## src/rtl/mux8_rr_arbiter_pkg.sv

```systemverilog
// Shared types, sizes and the round-robin search helper for the 8-way arbiter.
package mux8_rr_arbiter_pkg;

    localparam int NUM_REQ = 8;
    localparam int SEL_W   = 3;
    localparam int CNT_W   = 4;

    localparam logic [CNT_W-1:0] CNT_MAX = 4'd15;

    typedef enum logic {
        IDLE  = 1'b0,
        GRANT = 1'b1
    } state_e;

    typedef struct packed {
        logic             found;
        logic [SEL_W-1:0] idx;
    } pick_t;

    // Rotate the request vector so 'start' lands at bit 0, then take the
    // lowest set bit; the winner index is mapped back by adding 'start'.
    function automatic pick_t rr_pick(input logic [NUM_REQ-1:0] req,
                                      input logic [SEL_W-1:0]   start);
        logic [2*NUM_REQ-1:0] dbl;
        logic [NUM_REQ-1:0]   rot;
        pick_t                p;
        dbl     = {req, req};
        rot     = dbl[start +: NUM_REQ];
        p.found = 1'b0;
        p.idx   = '0;
        for (int i = NUM_REQ - 1; i >= 0; i--) begin
            if (rot[i]) begin
                p.found = 1'b1;
                p.idx   = start + SEL_W'(i);
            end
        end
        return p;
    endfunction

    function automatic logic [NUM_REQ-1:0] onehot(input logic [SEL_W-1:0] idx);
        return NUM_REQ'(1) << idx;
    endfunction

endpackage

```

## src/rtl/mux8_sel.sv

```systemverilog
// Output data mux: forwards the current owner's data bit, forced low with no owner.
module mux8_sel
    import mux8_rr_arbiter_pkg::*;
(
    input  logic [NUM_REQ-1:0] DATA_IN,
    input  logic [SEL_W-1:0]   SEL,
    input  logic               VALID,
    output logic               Z
);

    assign Z = VALID & DATA_IN[SEL];

endmodule

```

## src/rtl/mux8_rr_arbiter.sv

```systemverilog
// 8-requester round-robin arbiter with bounded hold time and a gated data mux.
module mux8_rr_arbiter
    import mux8_rr_arbiter_pkg::*;
#(
    parameter int HOLD_LIMIT = 4
) (
    input  logic               CLK,
    input  logic               RST,
    input  logic [NUM_REQ-1:0] REQ,
    input  logic [NUM_REQ-1:0] DATA_IN,
    output logic [SEL_W-1:0]   SEL,
    output logic [NUM_REQ-1:0] GNT,
    output logic               VALID,
    output logic               Z
);

    state_e               state_q, state_d;
    logic [SEL_W-1:0]     sel_q,   sel_d;
    logic [NUM_REQ-1:0]   gnt_q,   gnt_d;
    logic                 valid_q, valid_d;
    logic [SEL_W-1:0]     ptr_q,   ptr_d;
    logic [CNT_W-1:0]     cnt_q,   cnt_d;

    logic [NUM_REQ-1:0]   others;
    logic [SEL_W-1:0]     sel_next;
    logic                 keep;
    pick_t                pick_idle;
    pick_t                pick_rel;

    localparam logic [CNT_W-1:0] HOLD_LIM = CNT_W'(HOLD_LIMIT);

    // The current owner is masked out so a releasing requester cannot win the
    // immediate regrant; the release search starts just past the owner.
    assign others    = REQ & ~gnt_q;
    assign sel_next  = sel_q + SEL_W'(1);
    assign keep      = REQ[sel_q] && ((cnt_q < HOLD_LIM) || (others == '0));
    assign pick_idle = rr_pick(REQ, ptr_q);
    assign pick_rel  = rr_pick(others, sel_next);

    // Next-state and next-output decision for the IDLE/GRANT controller.
    always_comb begin
        state_d = state_q;
        sel_d   = sel_q;
        gnt_d   = gnt_q;
        valid_d = valid_q;
        ptr_d   = ptr_q;
        cnt_d   = cnt_q;
        case (state_q)
            IDLE: begin
                if (pick_idle.found) begin
                    sel_d   = pick_idle.idx;
                    gnt_d   = onehot(pick_idle.idx);
                    valid_d = 1'b1;
                    cnt_d   = CNT_W'(1);
                    state_d = GRANT;
                end else begin
                    gnt_d   = '0;
                    valid_d = 1'b0;
                end
            end
            GRANT: begin
                if (keep) begin
                    cnt_d = (cnt_q == CNT_MAX) ? cnt_q : cnt_q + CNT_W'(1);
                end else begin
                    ptr_d = sel_next;
                    if (pick_rel.found) begin
                        sel_d   = pick_rel.idx;
                        gnt_d   = onehot(pick_rel.idx);
                        valid_d = 1'b1;
                        cnt_d   = CNT_W'(1);
                    end else begin
                        gnt_d   = '0;
                        valid_d = 1'b0;
                        cnt_d   = '0;
                        state_d = IDLE;
                    end
                end
            end
            default: begin
                gnt_d   = '0;
                valid_d = 1'b0;
                cnt_d   = '0;
                state_d = IDLE;
            end
        endcase
    end

    // State and registered outputs; reset wins over any pending transition.
    always_ff @(posedge CLK) begin
        if (RST) begin
            state_q <= IDLE;
            sel_q   <= '0;
            gnt_q   <= '0;
            valid_q <= 1'b0;
            ptr_q   <= '0;
            cnt_q   <= '0;
        end else begin
            state_q <= state_d;
            sel_q   <= sel_d;
            gnt_q   <= gnt_d;
            valid_q <= valid_d;
            ptr_q   <= ptr_d;
            cnt_q   <= cnt_d;
        end
    end

    assign SEL   = sel_q;
    assign GNT   = gnt_q;
    assign VALID = valid_q;

    mux8_sel u_sel (
        .DATA_IN (DATA_IN),
        .SEL     (sel_q),
        .VALID   (valid_q),
        .Z       (Z)
    );

endmodule

```

## config.mk

```make
export PLATFORM = sky130hd
export DESIGN_NAME = mux8_rr_arbiter
export DESIGN_NICKNAME = d
export VERILOG_FILES = /design/src/rtl/mux8_rr_arbiter_pkg.sv /design/src/rtl/mux8_sel.sv /design/src/rtl/mux8_rr_arbiter.sv
export SDC_FILE = /design/constraint.sdc
export NUM_CORES = 1
export LEC_CHECK = 0
export CELL_PAD_IN_SITES_DETAIL_PLACEMENT = 2
export CELL_PAD_IN_SITES_GLOBAL_PLACEMENT = 2
export CORE_UTILIZATION = 33
export CTS_BUF_LIST = sky130_fd_sc_hd__clkbuf_8
export CTS_CLUSTER_SIZE = 40
export DETAILED_ROUTE_END_ITERATION = 8
export GPL_TIMING_DRIVEN = 0
export PLACE_DENSITY = 0.87
export SKIP_LAST_GASP = 1
export SLEW_MARGIN = 10
export SYNTH_ARGS = -nofsm -noshare
export SYNTH_HDL_FRONTEND = slang
export SYNTH_SLANG_ARGS = --single-unit
```

## constraint.sdc

```tcl
create_clock -name CLK -period 3.3 [get_ports CLK]
set_input_delay 0.33 -clock CLK [delete_from_list [all_inputs] [get_ports CLK]]
set_output_delay 0.33 -clock CLK [all_outputs]
set_load 0.005 [all_outputs]
```

==> Word level (Yosys, flattened, before mapping) <==
Index checks and enable logic that the tools add are counted.
{ "classes": {"n_eq_ne": 5, "mux": 39, "shift": 4, "bitwise": 5, "reduce_logical": 6, "n_addsub": 16, "order_cmp": 2} }
{ "ops": {"columns": ["op", "n"], "rows": [
  ["4-bit two-way mux", 19],
  ["16-bit by 4-bit variable part select with 8-bit output", 2],
  ["3-bit adder, second input constant", 8],
  ["8-bit two-way mux", 3],
  ["8-bit one-hot mux with 2 select lines", 1],
  ["1-bit by 3-bit << shifter with 8-bit output, first input constant", 2],
  ["3-bit by 2-bit adder with 3-bit output, second input constant", 4],
  ["3-bit by 1-bit adder with 3-bit output, second input constant", 3],
  ["3-bit two-way mux", 3],
  ["8-bit bitwise AND", 1],
  ["8-bit logical NOT", 1],
  ["8-bit NOT", 1],
  ["4-bit one-hot mux with 2 select lines", 1],
  ["1-bit two-way mux", 7],
  ["1-bit binary-select mux with 3-bit select", 2],
  ["3-bit one-hot mux with 2 select lines", 1],
  ["4-bit by 1-bit adder with 4-bit output, second input constant", 1],
  ["4-bit == test, second input constant", 1],
  ["3-bit by 4-bit < comparator with 1-bit output, second input constant", 1],
  ["4-bit by 3-bit < comparator with 1-bit output, second input constant", 1],
  ["2-bit != test, second input constant", 2],
  ["1-bit one-hot mux with 2 select lines", 2],
  ["2-bit AND reduction", 2],
  ["3-bit != test, second input constant", 1],
  ["other kinds (6)", 7]
]} }
{ "word_totals": {"reg_bits": 20, "out_inout_bits": 13} }

==> Depth between registers and ports, before layout <==
{ "logic_depth": {"word_depth": 15, "mapped_depth": 14, "ltp_nobuf": 11} }

==> Cells and area by module <==
Synthesis repeated with hierarchy kept, for this count alone.
{ "hier_totals": {"cells_unflattened": 379, "hier_area_um2": 3238.1} }
{ "modules_own_cells": {"columns": ["module", "n_inst", "cells_per_inst", "area_per_inst_um2"], "rows": [
  ["mux8_rr_arbiter", 1, 372, 3166.8],
  ["mux8_sel", 1, 7, 71.3]
]} }

==> Worst setup path after synthesis <==
Ideal clock, no wire load.
{ "synth_timing": {"path_type": "register to register", "start": "register sel_q[0], in the netlist SEL[0]", "end": "register gnt_q[2], in the netlist GNT[2]", "stages_incl_launch_ff": 15, "path_slack_ns": 0.040, "arrival_ns": 3.189, "period_less_slack_ns": 3.260, "setup_ns": 0.071, "path_cell_list": "dfxtp_1 -> buf_6 -> inv_2 -> ha_1 -> buf_2 -> inv_2 -> buf_1 -> mux4_2 -> nand3_1 -> a21oi_1 -> nand2_1 -> clkbuf_1 -> and3_1 -> a22oi_1 -> o2bb2ai_1"} }
{ "synth_between": {"elab_chain_len": 14} }
{ "synth_lines": {"columns": ["element", "line", "rtl"], "rows": [
  ["start: declaration", "mux8_rr_arbiter.sv:18", "logic [SEL_W-1:0] sel_q, sel_d;"],
  ["start signal: assignment", "mux8_rr_arbiter.sv:99", "sel_q <= sel_d;"],
  ["3-bit by 1-bit adder with 3-bit output *", "mux8_rr_arbiter.sv:35", "assign sel_next = sel_q + SEL_W'(1);"],
  ["net sel_next[0]", "mux8_rr_arbiter.sv:25", "logic [SEL_W-1:0] sel_next;"],
  ["16-bit by 4-bit variable part select with 8-bit output / 3-bit adder (equally long branches)", "mux8_rr_arbiter_pkg.sv:28, mux8_rr_arbiter_pkg.sv:34", null],
  ["4-bit two-way mux (7 in series)", "mux8_rr_arbiter_pkg.sv:32", "if (rot[i]) begin"],
  ["4-bit two-way mux *", "mux8_rr_arbiter_pkg.sv:32", null],
  ["1-bit by 3-bit << shifter with 8-bit output", "mux8_rr_arbiter_pkg.sv:41", "return NUM_REQ'(1) << idx;"],
  ["8-bit two-way mux *", "mux8_rr_arbiter.sv:66", "if (pick_rel.found) begin"],
  ["8-bit two-way mux *", "mux8_rr_arbiter.sv:62", "if (keep) begin"],
  ["8-bit one-hot mux with 2 select lines *", "mux8_rr_arbiter.sv:48", "case (state_q)"],
  ["end signal: assignment", "mux8_rr_arbiter.sv:100", "gnt_q <= gnt_d;"],
  ["end: declaration", "mux8_rr_arbiter.sv:19", "logic [NUM_REQ-1:0] gnt_q, gnt_d;"]
]} }
Mark *: on every way through the listed nets, which the timed path passes. The rest lies on a longest branch. The select of a mux whose other input is x is not followed.
A chain may end at the register's enable or synchronous reset.

==> Worst setup path in the final report <==
{ "layout_timing": {"start": "register sel_q[0], in the netlist SEL[0]", "end": "register gnt_q[7], in the netlist GNT[7]"} }
{ "layout_between": {"elab_chain_len": 14} }
{ "layout_lines": {"columns": ["element", "line"], "rows": [
  ["3-bit by 1-bit adder with 3-bit output", "mux8_rr_arbiter.sv:35"],
  ["16-bit by 4-bit variable part select with 8-bit output / 3-bit adder (equally long branches)", "mux8_rr_arbiter_pkg.sv:28, mux8_rr_arbiter_pkg.sv:34"],
  ["4-bit two-way mux (8 in series)", "mux8_rr_arbiter_pkg.sv:32"],
  ["1-bit by 3-bit << shifter with 8-bit output", "mux8_rr_arbiter_pkg.sv:41"],
  ["8-bit two-way mux", "mux8_rr_arbiter.sv:66"],
  ["8-bit two-way mux", "mux8_rr_arbiter.sv:62"],
  ["8-bit one-hot mux with 2 select lines", "mux8_rr_arbiter.sv:48"]
]} }
Several ways; a longest one is shown, not always the timed one. The select of a mux whose other input is x is not followed.

==> run summary <==
## Run status
- finished, violations left — outcome
- negative setup slack — violations in the final reports

## Finish
- 560 — final non-filler cell total
- 0.4550 — Final Util
- 0.3063 — layout cells sized above 1
- 455 — total number of nets in the final design
- 4224 um2 — summed area of non-filler cells in the final layout
- 0 — Antenna Cells
- 32.91% — Area Overhead vs Synth

## STA
- 0.4973 ns — final-layout worst hold slack
- 0 — number of endpoints with negative hold slack in the final report
- 0.5439 — Rel. slew slack
- 0.3010 GHz — highest achievable clock rate
- 1 — # setup viols final
- 0.006148 ns — final clock skew
- yes — RSZ-0062 raised after global routing
- 0 — number of pins exceeding their max-slew limit in the final report
- 3.322 ns — shortest clock period the worst path allows after layout
- 1.007 — share of the cycle needed by the critical path after routing
- -0.02225 ns — minimum setup slack in the final design
- 0.6651 ns — slew of the pin with the lowest slew margin

## Place
- 3630 um2 — cell area after placement
- 0.9075 — global placement routability congestion
- -0.9476 ns — post-placement setup slack
- 29 — quantity of I/O buffers inserted on ports
- 9887 um — placed wire-length estimate
- 538 — Post-Place Cells

## Yosys
- 0 — number of enable flip-flop cells after synthesis
- 8.363 um2 — syn avg cell area
- 0.1488 — top-area cell type share of the netlist area
- 3178 um2 — cell area after synthesis
- dfxtp_1 — Top FF cell, synth
- 0.1260 — share of synthesized area occupied by flip-flops and latches
- 20 — flops & latches, synth
- mux4_2 15%, dfxtp_1 13%, mux2i_1 4.7% — dominant cells by area after synthesis
- mux4_2 — leading area contributor after synthesis
- 0 — Warnings, synthesis
- 79 — number of library cell types mapped by synthesis
- 0 — Synth async-reset ratio
- 403 — Synthesized Nets
- 380 — Synth Instances

## Critical path
- 3.49 ns — data required time at the worst endpoint
- 3.51 ns — CP Data Arrival Time
- register — Critical Path Sink Type
- register — CP startpoint kind
- reg -> reg — critical path start-end classification
- 5 — maximum net fanout on the critical path

## Route
- 0 — total DRC errors in the routed layout
- 16180 um — wire length reported by the detailed router
- 0 — Detail Route Antenna Nets
- 6.609 — number of vias per cell
- 3701 — via count
- 4 — Pre-antenna DRT Iters
- 203 — initial detailed-routing violation count
- 28.89 um — DR WL/cell

## Power and ir drop
- 2.600 mW — Net Switching
- 0.5078 mV — Max VDD drop
- 0.053 — Clock power frac
- 0.090 — portion of total power attributed to sequential cells
- 0.5342 — switching share of total power
- 0.857 — power share of the combinational group
- 1152 nW/um2 — pwr/cell area
- 2.267 mW — internal power consumption
- 1.459 nW — P_leak

## Global routing
- 0 — Congestion Overflow GR
- 3906 — number of global-route vias before repair
- 0.2916 — total routing usage reported by global routing
- 22470 um — first-pass GRT wire length
- 13 — largest net degree at the start of global routing
- 0 — antenna violations before repair

## Clock tree
- 0.27 ns — clock insertion delay at the later pin of the skew report
- 1 — H-tree Lvls
- clkbuf_8 — Clock Tree Root
- done — CTS tree
- 20 — CTS sink count
- 3 — CTS Buf Count
- 0.09 ns — Reg clk slew, reported paths
- 2 — maximum clock path buffer count
- 0 — number of hold buffers added after CTS

## Floorplan
- 100.1 um — die width
- 100.1 um — overall die height
- 31 — I/O pin count
- 10030 um2 — overall die area
- 35 — std cell rows
- 0.3423 — starting utilization of the core area
- 9284 um2 — core box area

## Run
- 0 — max-capacitance violation count

## Min path
- reg -> reg — worst hold path type

==> power by group through the flow <==
stage / combinational [mW] / clock, mW / sequential [mW]
finish: 4.17 / 0.256 / 0.440
global route: 4.33 / 0.269 / 0.446
CTS: 3.53 / 0.258 / 0.426
detailed placement: 3.13 / 0 / 0.426
global placement: 2.97 / 0 / 0.412
floorplan: 2.25 / 0 / 0.387
==> registers in the layout, indices dropped and copies added, names as in the netlist <==
signal   cells
VALID        1
GNT          8
SEL          3
cnt_q        4
ptr_q        3
state_q      1
==> synth_stat cells (6+ instances only) <==
cell and count:
mux2i_1 15, a22oi_1 6, buf_2 13, a2111oi_0 11
mux4_2 21, nor2b_1 7, nand2_1 27, dfxtp_1 20
inv_1 9, o21ai_0 16, a21oi_1 20, clkbuf_1 16
nand3b_1 8, nor2_1 31, nor3_1 13, nor4_1 11
nand2b_1 16
==> metrics by stage <==
step / total power [mW] / TNS, ns
after floorplan: 2.639 / 0
after global placement: 3.378 / -10.45
after detailed placement: 3.556 / -14.20
after CTS: 4.210 / 0
after global routing: 5.045 / -0.4980
final: 4.867 / -0.02225
==> layout make-up <==
class / instances / area (um2)
fillers: 1004 / 5060
multi-input cells: 316 / 2845
repair buffers: 47 / 430.4
flip-flops and latches: 20 / 407.9
plain buffers: 33 / 251.5
well taps: 129 / 161.4
inverters: 11 / 56.30
clock buffers: 3 / 41.29
clock inverters: 1 / 30.03
==> critical path, stage by stage (launching register included) <==
cell and delay (ns):
dfxtp_4 0.40, buf_4 0.14, ha_4 0.21, xor2_4 0.21, buf_6 0.15, mux4_2 0.54
mux2_4 0.33, nor4_4 0.18, a41oi_2 0.07, a211o_4 0.40, a21boi_4 0.18, buf_4 0.16
nand3_1 0.09, a21oi_1 0.18
==> cell usage in the layout, fill, tap and decap left out, types with 9 or more instances in the layout <==
cell type	count
buf_6	10
nor2_1	31
clkdlybuf4s50_1	27
o21ai_0	16
a21oi_1	19
nand2_1	27
dfxtp_1	18
mux4_2	21
nand2b_1	16
inv_1	9
mux2i_1	9
buf_2	10
nor3_1	13
buf_4	16
==> timing repair <==
| item | in CTS | in global routing |
|---|---|---|
| gates cloned | 0 | 3 |
| setup buffers | 7 | 9 |
| pin swaps | 4 | 8 |
| gates resized for setup | 53 | 44 |
| endpoints found under the hold margin | 0 | 0 |
| endpoints found under the setup margin | 20 | 16 |
==> worst paths after layout <==
check,from,endpoint,slack (ns),cells after the start
max,SEL[0]$_SDFFE_PP0P_,GNT[7]$_SDFFE_PP0P_,-0.02,13
min,cnt_q[1]$_SDFFE_PP0P_,cnt_q[1]$_SDFFE_PP0P_,0.50,2
max reg2reg,SEL[0]$_SDFFE_PP0P_,GNT[7]$_SDFFE_PP0P_,-0.02,13
min reg2reg,cnt_q[1]$_SDFFE_PP0P_,cnt_q[1]$_SDFFE_PP0P_,0.50,2
==> layer usage <==
layer,GRT usage,vias to the layer above,part of all wire
met2,0.5032,129,0.51
met1,0.3701,1930,0.43
met5,0,-,0
met3,0.02855,46,0.031
met4,0.1260,0,0.032
li1,-,1596,-
==> logic make-up after synthesis <==
kind of cell / Yosys count / share of synthesized area
fa+ha+maj: 5 / 0.01969
xor+xnor: 6 / 0.02126
flops: 20 / 0.1260
buf+inv: 45 / 0.06653
compound gates: 102 / 0.2437
mux: 43 / 0.2232
simple gates: 159 / 0.2996
(Power assumes the default switching activity.)
==> RTL change, RTL diff (same flow settings) <==
Set the package constant `NUM_REQ` to 9 (it was 8).
--- a/src/rtl/mux8_rr_arbiter_pkg.sv
+++ b/src/rtl/mux8_rr_arbiter_pkg.sv
@@ -1,7 +1,7 @@
 // Shared types, sizes and the round-robin search helper for the 8-way arbiter.
 package mux8_rr_arbiter_pkg;
 
-    localparam int NUM_REQ = 8;
+    localparam int NUM_REQ = 9;
     localparam int SEL_W   = 3;
     localparam int CNT_W   = 4;
 
Interface: changed (resized DATA_IN, GNT and REQ); port bits go from 31 to 34. No check against the original RTL was run, so the function may have changed too.
==> RTL change against the unedited design <==
Power rose by 15%; global-route usage rose by 4.8 points; count of clock-buffer cells in the layout did not move; sequential cell count did not move; sequential share of layout area fell by 0.86 points; the run still ends with setup timing left; wire length rose by 28%; design area rose by 9.2%; die area rose by 8.4%; first-iteration DRC count rose by 110%; clock power rose by 5%; area after synthesis rose by 8.5%; setup slack got worse by 0.13 ns.
==> RTL change: results <==
metrics = {
    "placed_design": {
        "place_ws_ns": -1.125,
        "portBuffers": 28,
        "place_area_sq_um": 3944,
        "dp_cells": 608,
    },
    "cells_and_area": {
        "final_nets": 528,
        "nFillCells": 1085,
        "drive_gt1_share_pct": 30.68,
    },
    "run_status": {
        "violations": "setup timing",
        "run_status": "finished, violations left",
    },
    "critical_path": {
        "arrival_ns": 3.67,
        "reg2reg_slack_ns": -0.10,
        "r2r-end": "GNT[1]",
        "startpoint": "REQ[1]",
        "reg2reg_depth": 11,
        "r2r_start": "SEL[2]",
        "crit_fanout": 10,
    },
    "routing": {
        "vias": 4658,
        "wl_per_cell_microns": 32.55,
        "viasPerCell": 7.335,
        "drt_iter0_drc": 421,
        "dr.pass1.iters": 6,
    },
    "clock_network": {
        "clk_latency_ns": 0.28,
    },
    "min_path": {
        "min_to": "cnt_q[1]",
    },
    "timing": {
        "tightest_slew_ns": 0.7899,
        "postLayoutSetupSlackWorst_ns": -0.1562,
        "finalSetupViolCount": 9,
        "holdWs_ns": 0.4871,
        "fin_skew_ns": 0.01649,
    },
    "logic_synthesis": {
        "syn_inst": 447,
        "synthXorXnorAreaFrac_pct": 1.269,
        "ys_types": 72,
        "synth_area_leaders": "mux4_2 12%, dfxtp_1 12%, mux2i_1 7.0%, nand2_1 4.4%, o21ai_0 4.1%",
        "yosys-top-cells-count": "40 x nand2_1, 33 x nor2_1, 29 x clkbuf_1, 28 x o21ai_0",
        "async_reset_ff_share_pct": 0,
        "synth_nets": 472,
        "synthMuxAreaShare_pct": 24.48,
        "synth_compound_area_share_pct": 31.41,
        "ys_seq_area_share_pct": 11.61,
        "synthAdderAreaFrac_pct": 1.814,
    },
    "power_and_ir_drop": {
        "p_sw_w": 0.003119,
        "power_leakage_nw": 1.610,
        "ir_drop_mv": 0.5433,
    },
    "global_routing": {
        "gr-usage-all-layers_pct": 34.01,
    },
}
## RTL change: cell types whose count changed after synthesis, moves of 6 or more
| cell | change |
|---|---|
| nand2b_1 | -10 |
| mux2i_1 | +9 |
| nor4_1 | -9 |
| mux2_2 | +7 |
| clkbuf_1 | +13 |
| buf_2 | -9 |
| o21ai_0 | +12 |
| nand2_1 | +13 |
| o211ai_1 | +7 |
| nor2b_1 | +6 |
| a211oi_1 | +7 |
## RTL change: per-stage QoR
step | setup TNS (ns) | total power (W)
after CTS | -0.07617 | 0.004602
after global routing | -1.373 | 0.005752
after floorplan | 0 | 0.002753
after detailed placement | -15.12 | 0.003837
after global placement | -11.06 | 0.003627
final | -0.6693 | 0.005598
## RTL change: logic make-up after synthesis
family | Yosys count
muxes | 57
adders and majority gates | 5
DFF | 20
other | 1
AOI/OAI and AO/OA | 153
xor gates and xnor gates | 5
and+or+nand+nor | 154
buffers and inverters | 52
## RTL change: what timing repair did
item / 4_1_cts / 5_1_grt
setup endpoints to repair: 21 / 16
resized for setup: 58 / 70
setup buffers: 12 / 13
pin swaps: 10 / 14
## RTL change: final cells by class
type	count	share of cell area [%]
Clock inverter	1	0.6513
Buffer	38	4.993
Clock buffer	3	0.8955
Multi-Input combinational cell	375	69.82
Inverter	12	1.031
Timing Repair Buffer	53	10.20
Sequential cell	20	8.792
Tap cell	133	3.609
## RTL change: worst max-delay path by stage
stage	cells past startpoint	slack [ns]	end
floorplan	9	0.009	GNT[1]
global placement	11	-0.90	GNT[7]
detailed placement	11	-1.13	GNT[7]
CTS	9	-0.03	GNT[1]
global route	13	-0.19	GNT[2]
finish	11	-0.16	GNT[4]
## RTL change: critical path, cell delays in order
cell             delay [ns]
clkdlybuf4s50_1        0.51
buf_2                  0.26
mux4_2                 0.58
nand2b_1               0.29
a21o_1                 0.24
o31ai_2                0.33
o211ai_1               0.23
buf_4                  0.20
a2111oi_4              0.32
a21oi_1                0.17
a21oi_1                0.20
## RTL change: layer usage
metal,part of all wire (%),track usage (%),vias up
met3,7.9,4.825,110
met2,48,55.95,343
li1,-,-,1851
met5,0,0,-
met4,5.3,13.47,0
met1,39,44.71,2354
## RTL change: power by group through the flow
stage,Clock [W],Combinational (W),Sequential [W]
floorplan,0,0.00237,0.000386
global placement,0,0.00321,0.000422
detailed placement,0,0.00340,0.000434
CTS,0.000261,0.00393,0.000413
global route,0.000279,0.00504,0.000437
finish,0.000268,0.00489,0.000436
